[config.mk]
export PLATFORM = sky130hd
export DESIGN_NAME = ref_clkgen_flat
export DESIGN_NICKNAME = d
export VERILOG_FILES = /design/src/rtl/ref_clkgen_if.sv /design/src/rtl/ref_clkgen.sv /design/src/flat_wrapper.sv
export SDC_FILE = /design/constraint.sdc
export NUM_CORES = 1
export LEC_CHECK = 0
export CAP_MARGIN = 0
export CELL_PAD_IN_SITES_DETAIL_PLACEMENT = 1
export CELL_PAD_IN_SITES_GLOBAL_PLACEMENT = 1
export CORE_ASPECT_RATIO = 2
export CORE_MARGIN = 4
export CORE_UTILIZATION = 25
export DETAILED_ROUTE_END_ITERATION = 6
export HOLD_SLACK_MARGIN = 0.03
export PLACE_DENSITY_LB_ADDON = 0.08
export SLEW_MARGIN = 10
export SYNTH_ARGS = -nofsm -noshare
export SYNTH_HDL_FRONTEND = slang
export SYNTH_SLANG_ARGS = --single-unit
[constraint.sdc]
create_clock -name clk -period 8.3 [get_ports clk]
set_input_delay 0.83 -clock clk [delete_from_list [all_inputs] [get_ports clk]]
set_output_delay 0.83 -clock clk [all_outputs]
set_load 0.02 [all_outputs]
[src/rtl/ref_clkgen_if.sv]
// ref_clkgen_if: control and status bundle for the reference-tracking clock generator.
// Latency: none (wires only).
// Backpressure: none; all signals are levels.
// Ports: en, ref_clk, div_sel driven by the master side;
//        clk_out, ref_per, locked, ovf driven by the generator.
interface ref_clkgen_if #(
  parameter int NCH   = 2,
  parameter int CNT_W = 16
);
  logic               en;
  logic               ref_clk;
  logic [2*NCH-1:0]   div_sel;
  logic [NCH-1:0]     clk_out;
  logic [CNT_W-1:0]   ref_per;
  logic               locked;
  logic               ovf;

  modport master (
    output en, ref_clk, div_sel,
    input  clk_out, ref_per, locked, ovf
  );

  modport slave (
    input  en, ref_clk, div_sel,
    output clk_out, ref_per, locked, ovf
  );
endinterface

[src/rtl/ref_clkgen.sv]
// ref_clkgen: measures the reference period in clk cycles and generates NCH clocks
// at MULT x f(ref) / 2^div_sel, with a lock-detect state machine.
// Latency: ref edge -> ref_rise 3 clk; ref_rise -> ref_per/state/locked 1 clk.
// Backpressure: none; outputs are free-running levels.
// Ports: clk, resetn (async active-low); bus.en, bus.ref_clk, bus.div_sel in;
//        bus.clk_out, bus.ref_per, bus.locked, bus.ovf out.
module ref_clkgen #(
  parameter int MULT        = 8,
  parameter int CNT_W       = 16,
  parameter int NCH         = 2,
  parameter int LOCK_CNT    = 4,
  parameter int TOL         = 2,
  parameter int PHASE_ALIGN = 0
) (
  input  logic        clk,
  input  logic        resetn,
  ref_clkgen_if.slave bus
);

  localparam int SH = $clog2(2 * MULT);
  localparam int LW = CNT_W + 3;
  localparam logic [CNT_W-1:0] TOL_V  = CNT_W'(TOL);
  localparam logic [3:0]       LOCK_V = 4'(LOCK_CNT);

  typedef enum logic [1:0] {IDLE, ACQUIRE, MEASURE, LOCKED} state_t;

  state_t           state, state_nxt;
  logic             ref_s1, ref_s2, ref_s3, ref_rise;
  logic [CNT_W-1:0] cnt, ref_per, new_per, diff, half;
  logic [3:0]       match, match_inc;
  logic             prev_vld, ovf, close, ovf_evt, run, act_d, locked;
  logic [NCH-1:0]   clk_out;
  logic [LW-1:0]    ph      [NCH];
  logic [LW-1:0]    lim     [NCH];
  logic [LW-1:0]    cur_lim [NCH];
  logic [LW-1:0]    lim_use [NCH];

  // ref is asynchronous: two sync flops, a history flop, then a registered edge pulse
  always_ff @(posedge clk or negedge resetn) begin
    if (!resetn) begin
      ref_s1   <= 1'b0;
      ref_s2   <= 1'b0;
      ref_s3   <= 1'b0;
      ref_rise <= 1'b0;
    end else begin
      ref_s1   <= bus.ref_clk;
      ref_s2   <= ref_s1;
      ref_s3   <= ref_s2;
      ref_rise <= ref_s2 & ~ref_s3;
    end
  end

  assign run       = (state == MEASURE) || (state == LOCKED);
  assign ovf_evt   = bus.en && run && (cnt == '1);
  assign new_per   = cnt + CNT_W'(1);
  // ref_per doubles as the previous period for the stability comparison
  assign diff      = (new_per >= ref_per) ? (new_per - ref_per) : (ref_per - new_per);
  assign close     = prev_vld && (diff <= TOL_V);
  assign match_inc = match + 4'd1;
  assign half      = ref_per >> SH;

  // ---------------- FSM: state register ----------------
  always_ff @(posedge clk or negedge resetn) begin
    if (!resetn) state <= IDLE;
    else         state <= state_nxt;
  end

  // ---------------- FSM: next state ----------------
  always_comb begin
    state_nxt = state;
    if (!bus.en) begin
      state_nxt = IDLE;
    end else begin
      case (state)
        IDLE:    state_nxt = ACQUIRE;
        ACQUIRE: if (ref_rise) state_nxt = MEASURE;
        MEASURE: begin
          if (ovf_evt)                                     state_nxt = ACQUIRE;
          else if (ref_rise && close && match_inc >= LOCK_V) state_nxt = LOCKED;
        end
        LOCKED: begin
          if (ovf_evt)                state_nxt = ACQUIRE;
          else if (ref_rise && !close) state_nxt = MEASURE;
        end
        default: state_nxt = IDLE;
      endcase
    end
  end

  // ---------------- FSM: outputs ----------------
  // a too-fast reference (half == 0) never reports lock
  always_comb begin
    locked = 1'b0;
    if (state == LOCKED && half != '0) locked = 1'b1;
  end

  // Period counter and match tracking
  always_ff @(posedge clk or negedge resetn) begin
    if (!resetn) begin
      cnt      <= '0;
      ref_per  <= '0;
      match    <= '0;
      prev_vld <= 1'b0;
      ovf      <= 1'b0;
    end else if (!bus.en) begin
      cnt      <= '0;
      match    <= '0;
      prev_vld <= 1'b0;
      ovf      <= 1'b0;
    end else if (ovf_evt) begin
      // stale period after a saturation: restart acquisition from scratch
      cnt      <= '0;
      match    <= '0;
      prev_vld <= 1'b0;
      ovf      <= 1'b1;
    end else if (run) begin
      if (ref_rise) begin
        cnt      <= '0;
        ref_per  <= new_per;
        prev_vld <= 1'b1;
        if (!close)             match <= '0;
        else if (match < LOCK_V) match <= match_inc;
      end else begin
        cnt <= cnt + CNT_W'(1);
      end
    end else begin
      cnt <= '0;
    end
  end

  // Terminal counts; a freshly started channel uses the live value, a running one
  // keeps its latched limit until its own wrap so no runt half-period appears.
  always_comb begin
    for (int i = 0; i < NCH; i++) begin
      cur_lim[i] = {3'b000, half} << bus.div_sel[2*i +: 2];
      lim_use[i] = act_d ? lim[i] : cur_lim[i];
    end
  end

  always_ff @(posedge clk or negedge resetn) begin
    if (!resetn) begin
      clk_out <= '0;
      act_d   <= 1'b0;
      for (int i = 0; i < NCH; i++) begin
        ph[i]  <= '0;
        lim[i] <= '0;
      end
    end else if (!bus.en || !run || ovf_evt) begin
      clk_out <= '0;
      act_d   <= 1'b0;
      for (int i = 0; i < NCH; i++) ph[i] <= '0;
    end else if (half == '0) begin
      // reference too fast: freeze outputs at their current level
      act_d <= 1'b0;
      for (int i = 0; i < NCH; i++) ph[i] <= '0;
    end else if (PHASE_ALIGN != 0 && state == LOCKED && ref_rise) begin
      // alignment wins over a coincident wrap
      act_d   <= 1'b1;
      clk_out <= '1;
      for (int i = 0; i < NCH; i++) begin
        ph[i]  <= '0;
        lim[i] <= cur_lim[i];
      end
    end else begin
      act_d <= 1'b1;
      for (int i = 0; i < NCH; i++) begin
        if (ph[i] == lim_use[i] - LW'(1)) begin
          ph[i]      <= '0;
          lim[i]     <= cur_lim[i];
          clk_out[i] <= ~clk_out[i];
        end else begin
          ph[i]  <= ph[i] + LW'(1);
          lim[i] <= lim_use[i];
        end
      end
    end
  end

  assign bus.clk_out = clk_out;
  assign bus.ref_per = ref_per;
  assign bus.locked  = locked;
  assign bus.ovf     = ovf;

endmodule

[src/flat_wrapper.sv]
// flat-port wrapper written by rule: the top's interface ports become plain ports
module ref_clkgen_flat 
#(
  parameter int MULT        = 8,
  parameter int CNT_W       = 16,
  parameter int NCH         = 2,
  parameter int LOCK_CNT    = 4,
  parameter int TOL         = 2,
  parameter int PHASE_ALIGN = 0
)
  (clk, resetn, bus_en, bus_ref_clk, bus_div_sel, bus_clk_out, bus_ref_per, bus_locked, bus_ovf);
  ref_clkgen_if #(.NCH(NCH), .CNT_W(CNT_W)) bus_i ();
  input  logic clk;
  input  logic resetn;
  input wire logic [$bits(bus_i.en)-1:0] bus_en;
  input wire logic [$bits(bus_i.ref_clk)-1:0] bus_ref_clk;
  input wire logic [$bits(bus_i.div_sel)-1:0] bus_div_sel;
  output wire logic [$bits(bus_i.clk_out)-1:0] bus_clk_out;
  output wire logic [$bits(bus_i.ref_per)-1:0] bus_ref_per;
  output wire logic [$bits(bus_i.locked)-1:0] bus_locked;
  output wire logic [$bits(bus_i.ovf)-1:0] bus_ovf;
  assign bus_i.en = bus_en;
  assign bus_i.ref_clk = bus_ref_clk;
  assign bus_i.div_sel = bus_div_sel;
  assign bus_clk_out = bus_i.clk_out;
  assign bus_ref_per = bus_i.ref_per;
  assign bus_locked = bus_i.locked;
  assign bus_ovf = bus_i.ovf;
  ref_clkgen #(.MULT(MULT), .CNT_W(CNT_W), .NCH(NCH), .LOCK_CNT(LOCK_CNT), .TOL(TOL), .PHASE_ALIGN(PHASE_ALIGN)) u_core (.clk(clk), .resetn(resetn), .bus(bus_i));
endmodule
* Yosys cells after proc, flatten, opt, wreduce, memory -nomap -nowiden
Cells that the tools add are included.
** Operators by class
- Equality and inequality tests :: 14
- Reductions and logical operators :: 25
- Bitwise gates (word level) :: 7
- Shift-type cells :: 2
- $lt $le $gt $ge :: 4
- Muxes and demuxes :: 39
- Add/subtract/negate cells :: 8
** Operator list (number)
- $mux W19 :: 6
- $mux W16 :: 5
- $mux W38 :: 2
- $add A19 B1 Y19 const B :: 2
- $eq A19 B19 Y1 :: 2
- $shl A12 B2 Y19 :: 2
- $sub A19 B1 Y19 const B :: 2
- $sub A16 B16 Y16 :: 2
- $mux W4 :: 6
- $add A16 B1 Y16 const B :: 1
- $eq A16 B16 Y1 const B :: 1
- $ge A16 B16 Y1 :: 1
- $le A16 B2 Y1 const B :: 1
- $logic_not A16 Y1 :: 1
- $mux W2 :: 8
- $reduce_bool A16 Y1 :: 1
- $mux W1 :: 11
- $pmux W2 S4 :: 1
- $reduce_and A2 Y1 :: 4
- $logic_and A1 B1 Y1 :: 7
- $ne A3 B1 Y1 const B :: 2
- $not A1 Y1 :: 6
- $reduce_and A3 Y1 :: 2
- $add A4 B1 Y4 const B :: 1
- other kinds (15) :: 22
** Word-level totals
- Word-level logic and storage cells :: 116
- Output and inout bits :: 20
- Register bits after elaboration :: 123

* Depth between registers and ports, before layout
Gate-level depths: netlist (run 1).
- Depth after elaboration :: 11
- Gate-level depth with buffers :: 18
- Mapped depth without buffers :: 17

* Least setup slack after synthesis (run 1)
Ideal clock, no wire load.
- Path kind :: in2reg
- Start point :: input bus_div_sel[0]
- End point :: register u_core.lim[32] in the netlist's numbering
- Setup slack :: 4.201 ns
- Cell stages on the path :: 15
- Arrival :: 3.971 ns
- Library setup time :: 0.127 ns
- Required time :: 8.173 ns
- Cell sequence :: buf_4 > buf_2 > nor3b_1 > mux2i_1 > ha_1 > nor4b_1 > a31o_2 > o211a_1 > and4_1 > o2111ai_1 > a2111oi_0 > nor3b_2 > o21ai_2 > buf_6 > mux2_1
** On the way
- Word-level cells in the longest chain between the ends :: 5
** RTL lines
- start, declared :: line flat_wrapper.sv:17 : input wire logic [$bits(bus_i.div_sel)-1:0] bus_div_sel;
- $shl A12 B2 Y19 * :: line ref_clkgen.sv:135 : cur_lim[i] = {3'b000, half} << bus.div_sel[2*i +: 2];
- $mux W19 :: line ref_clkgen.sv:136 : lim_use[i] = act_d ? lim[i] : cur_lim[i];
- $sub A19 B1 Y19 :: line ref_clkgen.sv:167 : if (ph[i] == lim_use[i] - LW'(1)) begin
- $eq A19 B19 Y1 :: line ref_clkgen.sv:167
- $mux W19 * :: line ref_clkgen.sv:167
- end signal, assigned by index :: line ref_clkgen.sv:162 : lim[i] <= cur_lim[i];
- end signal, assigned by index :: line ref_clkgen.sv:169 : lim[i] <= cur_lim[i];
- end signal, assigned by index :: line ref_clkgen.sv:173 : lim[i] <= lim_use[i];
- end, declared :: line ref_clkgen.sv:34 : logic [LW-1:0] lim [NCH];
Every way passes the cells marked *; elsewhere a longest branch is shown, timed or not.
A chain may end at the register's enable or synchronous reset.

* Worst setup path in the final report (run 1)
- Start point :: register u_core.cnt[2]
- End point :: register u_core.match[2]
** On the way
- Word-level cells in the longest chain between the ends :: 10
- Elaborated cells on any way between the ends :: 18
** RTL lines
- start, declared :: line ref_clkgen.sv:29 : logic [CNT_W-1:0] cnt, ref_per, new_per, diff, half;
- start signal, assigned :: line ref_clkgen.sv:124 : cnt <= cnt + CNT_W'(1);
- $add A16 B1 Y16 * :: line ref_clkgen.sv:55 : assign new_per = cnt + CNT_W'(1);
- named net u_core.new_per[7] :: line ref_clkgen.sv:29
- $sub A16 B16 Y16 or $ge A16 B16 Y1 (tied branches) :: line ref_clkgen.sv:57 : assign diff = (new_per >= ref_per) ? (new_per - ref_per) : (ref_per - new_per);
- $mux W16 * :: line ref_clkgen.sv:57
- $le A16 B2 Y1 * :: line ref_clkgen.sv:58 : assign close = prev_vld && (diff <= TOL_V);
- $logic_and A1 B1 Y1 * :: line ref_clkgen.sv:58
- $mux W4 :: line ref_clkgen.sv:121 : if (!close) match <= '0;
- $mux W4 :: line ref_clkgen.sv:117 : if (ref_rise) begin
- $mux W4 :: line ref_clkgen.sv:116 : end else if (run) begin
- $mux W4 :: line ref_clkgen.sv:110 : end else if (ovf_evt) begin
- $mux W4 :: line ref_clkgen.sv:105 : end else if (!bus.en) begin
- end signal, assigned :: line ref_clkgen.sv:122 : else if (match < LOCK_V) match <= match_inc;
- end, declared :: line ref_clkgen.sv:30 : logic [3:0] match, match_inc;
The timed path passes the listed nets; every way through them passes the cells marked *. The select of a mux whose other input is x is not followed.

==> results of run 1 <==
## power by group
group          switching (mW)  total [mW]  internal [mW]  leakage (nW)
clock                   0.313       0.702          0.389         0.262
sequential              0.177       0.872          0.695          1.58
combinational           0.627        1.09          0.466          2.96
total                    1.12        2.67           1.55          4.80
## kinds of logic (layout without fill, tap and decap cells)
logic type                 count (synthesis)  after routing  share of synthesized area, %
and+or+nand+nor                          408            408                          21.0
AOI/OAI and AO/OA                        239            239                          16.6
DFF                                      123            123                          30.9
buffers and inverters                    121            128                          5.19
xor gates and xnor gates                 109            109                          9.60
muxes                                     84             84                          11.6
adders and majority gates                 39             39                          5.06
## cell usage in the layout, fill, tap and decap left out, types with 13 or more instances in the layout
cell type	netlist	final
o21ai_0	31	31
clkbuf_16	0	17
a21oi_1	72	72
ha_1	37	37
nand4_1	13	13
nand2b_1	17	17
mux2i_1	30	30
and3_1	27	27
dfrtp_1	123	122
nor2_1	117	117
nand2_1	81	81
nand3_1	48	48
clkdlybuf4s50_1	0	26
nor3_1	18	18
a31oi_1	14	14
inv_1	58	58
xnor2_1	46	46
mux4_2	18	18
and2_1	19	19
nor4_1	15	15
xor2_1	63	63
mux2_2	25	25
## critical path, stage by stage, from the launching register on
cell       delay (ns)
dfrtp_1          0.40
and3_1           0.19
and3_1           0.33
and2_1           0.23
nand2_1          0.08
xor2_1           0.24
inv_1            0.11
ha_1             0.48
o21a_1           0.28
a2111oi_0        0.48
or3_1            0.26
a211oi_1         0.10
a2111oi_0        0.48
mux2i_1          0.20
xor2_1           0.33
nor3_1           0.10
a221oi_1         0.53
o22ai_1          0.14
## flip-flops by register name, summed over array words and instances (netlist names)
name and cells:
u_core.match 4, u_core.bus.ref_per 16, u_core.state 2, u_core.act_d 1, u_core.bus.ovf 1, u_core.ref_rise 1, u_core.cnt 16, u_core.ref_s1 1
u_core.ph 38, u_core.bus.clk_out 2, u_core.ref_s3 1, u_core.prev_vld 1, u_core.ref_s2 1, u_core.lim 38
## Yosys cell counts (all sizes together), types with 5 or more instances
| cell | n |
|---|---|
| a211oi | 12 |
| mux4 | 18 |
| nor4 | 15 |
| clkbuf | 34 |
| a22oi | 6 |
| a21o | 12 |
| mux2i | 32 |
| nand2b | 17 |
| ha | 37 |
| mux2 | 34 |
| xnor2 | 46 |
| nand4 | 14 |
| dfrtp | 123 |
| a21oi | 72 |
| o21bai | 7 |
| o2111ai | 7 |
| nor2b | 12 |
| o21ai | 33 |
| and2 | 19 |
| and3 | 27 |
| buf | 29 |
| or3 | 9 |
| nor4b | 6 |
| a211o | 6 |
| o21a | 9 |
| nor3 | 18 |
| nor3b | 6 |
| nand2 | 81 |
| a31oi | 14 |
| a2111oi | 5 |
| nand3 | 49 |
| xor2 | 63 |
| inv | 58 |
| o22ai | 7 |
| nor2 | 117 |
## stage by stage
| step | area [um2] | instances |
|---|---|---|
| after floorplan | 9950 | 1123 |
| after global placement | 10700 | 1623 |
| after detailed placement | 10700 | 1623 |
| after CTS | 11200 | 1655 |
| after global routing | 11200 | 1655 |
| final | 11200 | 1655 |
## layer usage
layer  global-route usage, %  wire length, um  vias to the layer above
met4                    5.95              967                        0
met5                       0                0                        -
met3                    2.08              531                       32
li1                        -                -                     4016
met1                    17.0            12800                     4344
met2                    32.9            20400                       73
## worst paths after layout
| check | endpoint |
|---|---|
| min in group asynchronous | u_core.ph[23]$_DFF_PN0_ |
| setup reg to reg | u_core.match[2]$_DFFE_PN0P_ |
| hold / removal | u_core.ref_s2$_DFF_PN0_ |
| setup / recovery | u_core.match[2]$_DFFE_PN0P_ |
| hold reg to reg | u_core.ref_s2$_DFF_PN0_ |
| max in group asynchronous | u_core.act_d$_DFF_PN0_ |
## layout make-up
class,instances,area (um2)
clock buffers,18,439
clock inverters,14,100
fillers,4670,28200
inverters,58,218
multi-input cells,879,6360
flip-flops and latches,123,3080
well taps,525,657
repair buffers,38,354
==> results.cfg, run 1 <==
[status]
outcome = finished clean

[global_routing]
grtUsageTotal_pct = 16.5
grt_pass1_wl_mm = 55.0
grt_pass1_vias = 9183
antenna_found_initial = 0
grt-ovfl-total = 0
grt_max_degree = 79

[final_layout]
layout-drive-gt1-share_pct = 10.6
antenna_cells = 0
area_delta_synth_final_pct = 12.7
finish.utilization_pct = 28.4
final_nets = 1164

[critical_path]
cp-end-kind = register
r2r_cells = 17
path_class = register to register
cp.required_ns = 8.59
worstPathArrival_ns = 5.40
critPathMaxFanout = 14
startpoint_type = register
r2r_setup_slack_ns = 3.19
startpoint = u_core.cnt[2]$_DFF_PN0_
reg2reg_from = u_core.cnt[2]$_DFF_PN0_

[timing]
finalMaxSlewViolations = 0
hold_viol_final = 0
finalCritPeriodShare_pct = 61.6
max-slew-margin-rel_pct = 43.7
min_period_ns = 5.11
setup_slack_ns = 3.19
setup_violations = 0
timing.hold.ws_ns = 0.360
max_freq_mhz = 196
fin_worst_skew_ns = 0.0109
setup_tns_ns = 0
rsz0062_at_grt = no
worst_pin_slew_ns = 0.838

[logic_synthesis]
ys_ff_latch = 123
ys_dominant_reg_cell = dfrtp_1
synth_area_per_cell_um2 = 8.86
syn-instance-count = 1123
yosys.area.top_type_share_pct = 30.9
ys_seq_area_share_pct = 30.9
ys_warn_count = 0
synth_area_leaders = dfrtp_1 (31%), xor2_1 (5.5%), ha_1 (4.7%)
synth.net_count = 1170
synth_cell_type_count = 85
synth_edf_count = 0
synth-async-reset-ratio_pct = 100
syn_area_um2 = 9950
synth_largest_area_cell = dfrtp_1

[die]
io_pins = 28
die-area_um2 = 43200
fp.coreArea_um2 = 39400
start_util_pct = 25.2
floorplan.die.height_um = 290
rows = 103
fp.dieW_um = 149

[power_and_ir_drop]
powerDensity_nw_per_um2 = 238
total_power_mw = 2.67
peakVddDrop_mv = 0.153
leakage_nw = 4.80

[clocking]
ctsHoldBuffers = 0
clkTransAtPathRegs_ns = 0.06
ctsResizeCount = 0
postCtsSetupBuffers = 0
htree_num_levels = 4
clock_latency_ns = 0.44
cts_root_buf = clkbuf_16
cts_sinks = 123
cts_tree = yes
cts_buffers = 17
clock_path_buffers = 2

[run]
max_cap_viol_count = 0

[min_path]
hold_depth = 0
hp-class = register to register
min_from = u_core.ref_s1$_DFF_PN0_

[routing]
wl_per_cell_um = 21.0
via_per_inst = 5.11
vias = 8465
drc_errors = 0
firstDrtPassIters = 4
routed_wl_mm = 34.7
ant_nets = 0
initialDrtViolationCount = 279

[placed_design]
pre_cts_ws_ns = 2.84
port-buffer-count = 27
routabilityCongestion = 0.820
dp_hpwl_mm = 26.8
No activity file was read; power rests on OpenSTA's default activity.
==> run 2, diff against run 1 <==
- clock period: 8.3 -> 4.9 ns (I/O delays scaled with it)
==> results.cfg, run 2 (synthesis results as in run 1) <==
[status]
outcome = finished clean

[routing]
initialDrtViolationCount = 311
firstDrtPassIters = 4
drc_errors = 0
ant_nets = 0
vias = 8553
wl_per_cell_um = 21.0
via_per_inst = 5.03
routed_wl_mm = 35.6

[timing]
max-slew-margin-rel_pct = 25.9
setup_tns_ns = 0
min_period_ns = 4.47
fin_worst_skew_ns = 0.0115
worst_pin_slew_ns = 1.11
hold_viol_final = 0
finalCritPeriodShare_pct = 91.2
timing.hold.ws_ns = 0.0539
setup_violations = 0
finalMaxSlewViolations = 0
setup_slack_ns = 0.433
max_freq_mhz = 224
rsz0062_at_grt = no

[final_layout]
seqCellArea_um2 = 3080
top_regs = u_core.lim: 38 flops, u_core.ph: 38 flops
final_cell_mix = dfrtp_1 (122), nor2_1 (117), nand2_1 (81)
layout_commonest_cell = dfrtp_1
nFillCells = 4684
finish.utilization_pct = 29.5
area_delta_synth_final_pct = 17.1
layout-drive-gt1-share_pct = 14.1
multi_input_area_um2 = 6360
antenna_cells = 0
final_nets = 1209

[critical_path]
r2r-end = u_core.match[1]$_DFFE_PN0P_
r2r_cells = 17
cp_common_cell = and3_1
cp_num_buf_inv = 2
startpoint_type = register
max_stage_delay_ns = 0.44
reg2reg_from = u_core.cnt[7]$_DFF_PN0_
cpLargestDelayFamily = simple AND/OR/NAND/NOR gates
slowest_stage = ha_1
cp.required_ns = 5.23
critPathMaxFanout = 11
path_class = register to register
worstPathArrival_ns = 4.80
r2r_setup_slack_ns = 0.43
path_cells = and3_1 > and3_1 > and3_1 > xnor2_1 > inv_1 > ha_1 > a21o_1 > a31oi_1 > nand2b_1 > o21ai_0 > and2_1 > mux2i_1 > xor2_1 > nor3_1 > a221oi_1 > buf_4 > o22ai_1
cp-end-kind = register

[die]
rows = 103
fp.dieW_um = 149
die-area_um2 = 43200
fp.coreArea_um2 = 39400
start_util_pct = 25.2
floorplan.die.height_um = 290
io_pins = 28

[run]
max_cap_viol_count = 0

[global_routing]
grt_max_degree = 77
grt_pass1_wl_mm = 56.3
grt_pass1_vias = 9346
grt-ovfl-total = 0
grtUsageTotal_pct = 17.0
antenna_found_initial = 0

[clocking]
cts_sinks = 123
clkTransAtPathRegs_ns = 0.07
postCtsSetupBuffers = 0
cts_root_buf = clkbuf_16
clock_path_buffers = 2
htree_num_levels = 4
cts_buffers = 17
ctsHoldBuffers = 0
cts_tree = yes
clock_latency_ns = 0.45

[power_and_ir_drop]
total_power_mw = 4.77
leakage_nw = 5.06
peakVddDrop_mv = 0.263
powerDensity_nw_per_um2 = 409

[placed_design]
pre_cts_ws_ns = -0.00853
port-buffer-count = 27
dp_hpwl_mm = 27.9
routabilityCongestion = 0.802

[min_path]
hp-class = input port to asynchronous set/reset pin
## run 2: cell types whose count changed in the layout (fill, tap and decap cells not counted), sizes merged
cell      change
inv           +4
clkinvlp      +1
bufinv        +2
clkinv        -6
buf          +45
clkbuf        -1
## run 2: metal layers
metal	up-vias	GRT usage (%)	share of wire (%)	routed length (um)
met3	43	1.77	1.0	373
met2	75	34.7	60	21300
met5	-	0	0	0
li1	4100	-	-	-
met4	0	5.90	2.8	991
met1	4335	17.1	36	12900
## run 2: what timing repair did
action / CTS / global route
resized for setup: 0 / 2
setup endpoints to repair: 0 / 4
hold endpoints to repair: 0 / 0
## run 2: power by group
group	internal [mW]	switching, mW
registers	1.18	0.256
clock network	0.757	0.563
logic	0.879	1.14
## run 2: how the worst max path moves through the flow
stage | end | cells past startpoint | from
global placement | u_core.lim[32]$_DFFE_PN0P_ | 12 | bus_div_sel[0]
finish | u_core.match[1]$_DFFE_PN0P_ | 17 | u_core.cnt[7]$_DFF_PN0_
detailed placement | u_core.lim[24]$_DFFE_PN0P_ | 11 | bus_div_sel[1]
floorplan | u_core.lim[10]$_DFFE_PN0P_ | 16 | u_core.act_d$_DFF_PN0_
CTS | u_core.match[1]$_DFFE_PN0P_ | 18 | u_core.cnt[2]$_DFF_PN0_
global route | u_core.match[1]$_DFFE_PN0P_ | 18 | u_core.cnt[2]$_DFF_PN0_
## run 2: area by class of cell
type                    count  share of cell area [%]
inverters                  58                    1.87
repair buffers             83                    6.37
clock buffers              17                    3.65
well taps                 525                    5.64
multi-input cells         879                    54.6
flip-flops and latches    123                    26.4
clock inverters            15                    1.42
## run 2: through the flow
| step | cells | area [um2] |
|---|---|---|
| 2_1_floorplan | 1123 | 9950 |
| 3_3_place_gp | 1668 | 11100 |
| 3_5_place_dp | 1668 | 11100 |
| 4_1_cts | 1700 | 11600 |
| 5_1_grt | 1700 | 11600 |
| 6_report | 1700 | 11600 |
==> run 3, diff against run 2 <==
- CAP_MARGIN: 0 -> 20
- GPL_ROUTABILITY_DRIVEN: unset -> 1
==> results of run 3 <==
Same layout as run 2: the final DEF is identical, and so are final timing and power.
